<file path="src/rtl/mul_tail.sv">
// mul_tail: elastic multiplier writeback tail (pipeline stages M2..M5).
// Carries M1 results toward writeback and collapses bubbles under
// writeback back-pressure. Each stage holds its own valid bit. Decode can
// query whether a register write is still pending in the tail.
module mul_tail #(
  parameter int REG_SIZE = 32,
  parameter int REG_ADDR = 5,
  parameter int DEPTH    = 4
) (
  input  logic                clk,
  input  logic                reset,
  input  logic                in_valid,
  input  logic [REG_ADDR-1:0] in_dst,
  input  logic [REG_SIZE-1:0] in_result,
  input  logic                in_overflow,
  input  logic                in_zero,
  output logic                in_ready,
  input  logic                flush,
  input  logic                wb_ready,
  output logic                out_valid,
  output logic [REG_ADDR-1:0] out_dst,
  output logic [REG_SIZE-1:0] out_result,
  output logic                out_overflow,
  output logic                out_zero,
  input  logic [REG_ADDR-1:0] rs_a,
  input  logic [REG_ADDR-1:0] rs_b,
  output logic                hazard_a,
  output logic                hazard_b,
  output logic [2:0]          pending_count
);

  logic [DEPTH-1:0]    s_valid;
  logic [REG_ADDR-1:0] s_dst      [DEPTH];
  logic [REG_SIZE-1:0] s_result   [DEPTH];
  logic [DEPTH-1:0]    s_overflow;
  logic [DEPTH-1:0]    s_zero;
  logic [DEPTH-1:0]    adv;

  // Advance enables: stage k may move forward when wb consumes this cycle
  // or any stage above k (including the last) is empty. This is the
  // unrolled form of adv[k] = !s[k+1].valid || adv[k+1].
  always_comb begin
    logic all_full;
    adv = '0;
    for (int k = 0; k < DEPTH; k++) begin
      all_full = s_valid[DEPTH-1];
      for (int j = k + 1; j < DEPTH; j++) begin
        all_full = all_full & s_valid[j];
      end
      adv[k] = wb_ready || !all_full;
    end
  end

  assign in_ready = !s_valid[0] || adv[0];

  // Stage registers: reset/flush clear everything, otherwise shift where enabled.
  // Bubbles carry zero data so idle stages never show stale results.
  always_ff @(posedge clk) begin
    if (reset || flush) begin
      s_valid    <= '0;
      s_overflow <= '0;
      s_zero     <= '0;
      for (int k = 0; k < DEPTH; k++) begin
        s_dst[k]    <= '0;
        s_result[k] <= '0;
      end
    end else begin
      for (int k = DEPTH - 1; k >= 1; k--) begin
        if (adv[k-1]) begin
          s_valid[k]    <= s_valid[k-1];
          s_dst[k]      <= s_dst[k-1];
          s_result[k]   <= s_result[k-1];
          s_overflow[k] <= s_overflow[k-1];
          s_zero[k]     <= s_zero[k-1];
        end
      end
      if (in_ready) begin
        s_valid[0]    <= in_valid;
        s_dst[0]      <= in_valid ? in_dst : '0;
        s_result[0]   <= in_valid ? in_result : '0;
        s_overflow[0] <= in_valid && in_overflow;
        s_zero[0]     <= in_valid && in_zero;
      end
    end
  end

  assign out_valid    = s_valid[DEPTH-1];
  assign out_dst      = s_dst[DEPTH-1];
  assign out_result   = s_result[DEPTH-1];
  assign out_overflow = s_overflow[DEPTH-1];
  assign out_zero     = s_zero[DEPTH-1];

  // Occupancy and hazard scan over all stages; register 0 is never a hazard.
  always_comb begin
    pending_count = '0;
    hazard_a      = 1'b0;
    hazard_b      = 1'b0;
    for (int k = 0; k < DEPTH; k++) begin
      pending_count = pending_count + 3'(s_valid[k]);
      if (s_valid[k] && (rs_a != '0) && (s_dst[k] == rs_a)) hazard_a = 1'b1;
      if (s_valid[k] && (rs_b != '0) && (s_dst[k] == rs_b)) hazard_b = 1'b1;
    end
  end

endmodule

</file>
<file path="config.mk">
export PLATFORM = sky130hd
export DESIGN_NAME = mul_tail
export DESIGN_NICKNAME = d
export VERILOG_FILES = /design/src/rtl/mul_tail.sv
export SDC_FILE = /design/constraint.sdc
export NUM_CORES = 1
export LEC_CHECK = 0
export CORE_ASPECT_RATIO = 1.25
export CORE_MARGIN = 1
export CORE_UTILIZATION = 45
export DETAILED_ROUTE_END_ITERATION = 7
export PLACE_DENSITY = 0.66
export SLEW_MARGIN = 30
export SYNTH_ARGS = -nofsm -noshare
export SYNTH_HDL_FRONTEND = slang
export SYNTH_SLANG_ARGS = --single-unit
</file>
<file path="constraint.sdc">
create_clock -name clk -period 3.64 [get_ports clk]
set_input_delay 0.364 -clock clk [delete_from_list [all_inputs] [get_ports clk]]
set_output_delay 0.364 -clock clk [all_outputs]
set_load 0.005 [all_outputs]
</file>
==> flow_summary_export.csv <==
group,metric,value,unit
timing,setup_viol,0,
clock_network,clkTransAtPathRegs,0.06,ns
yosys,synth_xor_area_share,5.35,%
layout,nets,594,
worst_setup_path,crit_path_max_fanout,5,
yosys,yosys.area.top_type_share,67.9,%
pwr,vdd_drop_max,0.278,mV
routing,met1_length,4800,µm
yosys,ys.warnings.count,0,
pwr,p_int,3.11,mW
worst_setup_path,cp.required,3.28,ns
grt,grt_max_degree,41,
yosys,synth_mux_area_share,0.917,%
clock_network,cts-resized-gates,0,
pwr,combinationalPowerShare,3.4,%
routing,postRouteAntennaNets,0,
floorplanning,fp.coreArea,0.0140,mm²
grt,antenna_found_initial,0,
yosys,synthTopCellsByArea,"edfxtp_1, and2_1, xor2_1, dfxtp_1, and2_2",
outcome,status,"finished, final reports clean",
routing,drtIter0Drc,157,
worst_setup_path,reg2reg_to,"s_result[0][21]",
worst_setup_path,crit_type,"flip-flop to output pin",
timing,rsz0062_at_grt,"no",
clock_network,postCtsSetupBuffers,0,
routing,wl_met3,391,µm
worst_setup_path,reg2reg_depth,6,
yosys,ys_seq_area_share,71.5,%
routing,viasPerCell,4.66,
routing,wl_met2,5120,µm
worst_setup_path,reg2reg_setup_slack,1.33,ns
job,cap_violations,0,
yosys,async_flop_share,0,%
clock_network,cts_root_buffer,"clkbuf_16",
yosys,syn_nets,498,
pwr,p_leak,3.39,nW
placed_design,port_buffers,99,
worst_setup_path,cpMaxStageDelayCell,"fa_1",
routing,drt_wl_total,10500,µm
floorplanning,io_pins,100,
clock_network,cts.sinks,160,
grt,grt_pass1_vias,3319,
min_path,whs_endpoint,"s_overflow[0]",
min_path,hold_depth,1,
routing,drt_pass1_iterations,4,
clock_network,cts_tree,"built",
worst_setup_path,cp_cell_sequence,"inv_1 > fa_1 > inv_1 > ha_1 > ha_1 > clkdlybuf4s50_1",
layout,syn2layout_area_growth,26.2,%
grt,overflow,0,
clock_network,cts_htree_levels,4,
yosys,synthAdderAreaFrac,0.688,%
pwr,seq_power_share,51.5,%
layout,final_cell_mix,"edfxtp_1, and2_1, clkdlybuf4s50_1, xor2_1, and2_2",
clock_network,clkLatencyLatePin,0.41,ns
clock_network,cts-hold-fix-buffers,0,
worst_setup_path,critPathArrivalTime,2.56,ns
clock_network,cts_buffers,17,
grt,grt_util_all_layers,15.2,%
timing,min_period,2.92,ns
floorplanning,rows,48,
routing,num_vias,3379,
routing,drc,0,
timing,period_share,80.3,%
yosys,yosysTopAreaCell,"edfxtp_1",
placed_design,gpl.final_weighted_congestion,0.815,
layout,layout.cells.non_filler,725,
yosys,synth_area_per_cell,14.9,µm²
timing,timing.fmax,342,MHz
grt,grt_pass1_wl,16700,µm
placed_design,dpl.cell_count,693,
placed_design,hpwl,7370,µm
min_path,hold_path.class,"flip-flop to flip-flop",
pwr,switchingPower,789,µW
yosys,synth_top_family_by_area,"simple AND/OR/NAND/NOR gates",
floorplanning,dieArea,0.0150,mm²
floorplanning,die_h,137,µm
layout,diodes,0,
timing,finalHoldViolations,0,
timing,skew,0.0149,ns
worst_setup_path,crit_buf_inv,3,
pwr,p_per_area,472,mW/mm²
worst_setup_path,endpoint_kind,"output pin",
clock_network,cts_buffer_depth,2,
pwr,switching_share,20.2,%
yosys,synth_ff_type,"edfxtp_1",
min_path,hold_start,"s_overflow[0]",
routing,wl_per_cell,14.4,µm
worst_setup_path,worst_setup_path_start_kind,"flip-flop",
yosys,synth_edf_count,148,
timing,final.setup.tns,0,ns
yosys,ys_types,29,
routing,top_layer_used,"met4",
pwr,power_frac_clock,45.1,%
timing,slew_headroom,58.9,%
yosys,synth-seq-cells,160,
layout,final_core_util,59.1,%
yosys,synthSimpleGateAreaFrac,18.7,%
timing,slew_violations,0,
worst_setup_path,crit_start,"s_valid[0]",
timing,whs,0.496,ns
yosys,synth-compound-area-share,0.497,%
floorplanning,start_util,46.8,%
yosys,syn_area,0.00655,mm²
layout,layout_commonest_cell,"edfxtp_1",
floorplanning,die_w,110,µm
timing,tightest_slew,0.614,ns
worst_setup_path,r2r_start,"s_valid[3]",
yosys,syn_inst,441,
worst_setup_path,cp_top_family,"adder cells",
layout,drive_above_1_share,13.1,%
worst_setup_path,cp_slowest_stage_delay,0.51,ns
power groups by stage:
stage                     sequential [mW]  combinational, mW  clock, mW
after global routing                 2.01              0.146       1.89
after CTS                            2.01              0.135       1.80
after detailed placement             2.05              0.134          0
after global placement               2.05              0.134          0
final                                2.01              0.133       1.76
after floorplan                      2.04             0.0654          0
kinds of logic (layout without fill, tap and decap cells):
family	after synthesis	count (layout)
XOR/XNOR	40	40
flip-flops	160	160
AND/OR/NAND/NOR	195	195
AO/OA/AOI/OAI	4	4
multiplexers	6	6
buffers and inverters	33	142
adder cells (fa/ha/maj)	3	3
stage by stage:
| stage | area [µm²] | power [mW] | worst slack [ns] |
|---|---|---|---|
| 6_report | 8270 | 3.90 | 0.716 |
| 5_1_grt | 8270 | 4.04 | 0.585 |
| 4_1_cts | 8270 | 3.94 | 0.676 |
| 3_5_place_dp | 7670 | 2.18 | 0.864 |
| 3_3_place_gp | 7670 | 2.18 | 0.813 |
| 2_1_floorplan | 6550 | 2.11 | 0.479 |
flip-flops by register name, summed over array words and instances (netlist names):
name        count
s_dst          20
s_overflow      4
s_result      128
s_valid         4
s_zero          4
metal layers:
| layer | track usage, % | vias up |
|---|---|---|
| met5 | 0 | - |
| met4 | 6.67 | 0 |
| met3 | 3.57 | 13 |
| met2 | 23.6 | 87 |
| met1 | 20.4 | 1577 |
| li1 | - | 1702 |
cell usage after synthesis, types with 2 or more instances:
cell,instances
a22o_1,2
and2_1,119
and2_2,30
buf_6,3
clkbuf_1,19
clkbuf_2,4
dfxtp_1,12
edfxtp_1,148
ha_1,2
inv_1,6
mux2i_1,6
nand2_1,3
nand3_1,8
nand4_1,2
nor2_1,15
nor2_4,2
nor4_1,8
o21a_1,2
or4_1,2
xnor2_1,8
xor2_1,32
area by class of cell:
type	count	area (µm²)
inverter	6	22.5
fill	1144	5720
timing repair buffer	104	1030
clock inverter	14	169
multi-input combinational	248	1720
tap	175	219
clock buffer	18	429
sequential	160	4680
how the worst max path moves through the flow:
stage	endpoint	slack [ns]	cells past startpoint
floorplan	s_dst[0][0]	0.48	7
global placement	hazard_b	0.81	7
detailed placement	hazard_b	0.86	7
CTS	pending_count[1]	0.68	6
global route	pending_count[1]	0.59	6
finish	pending_count[1]	0.72	6
No activity file was read; power rests on OpenSTA's default activity.
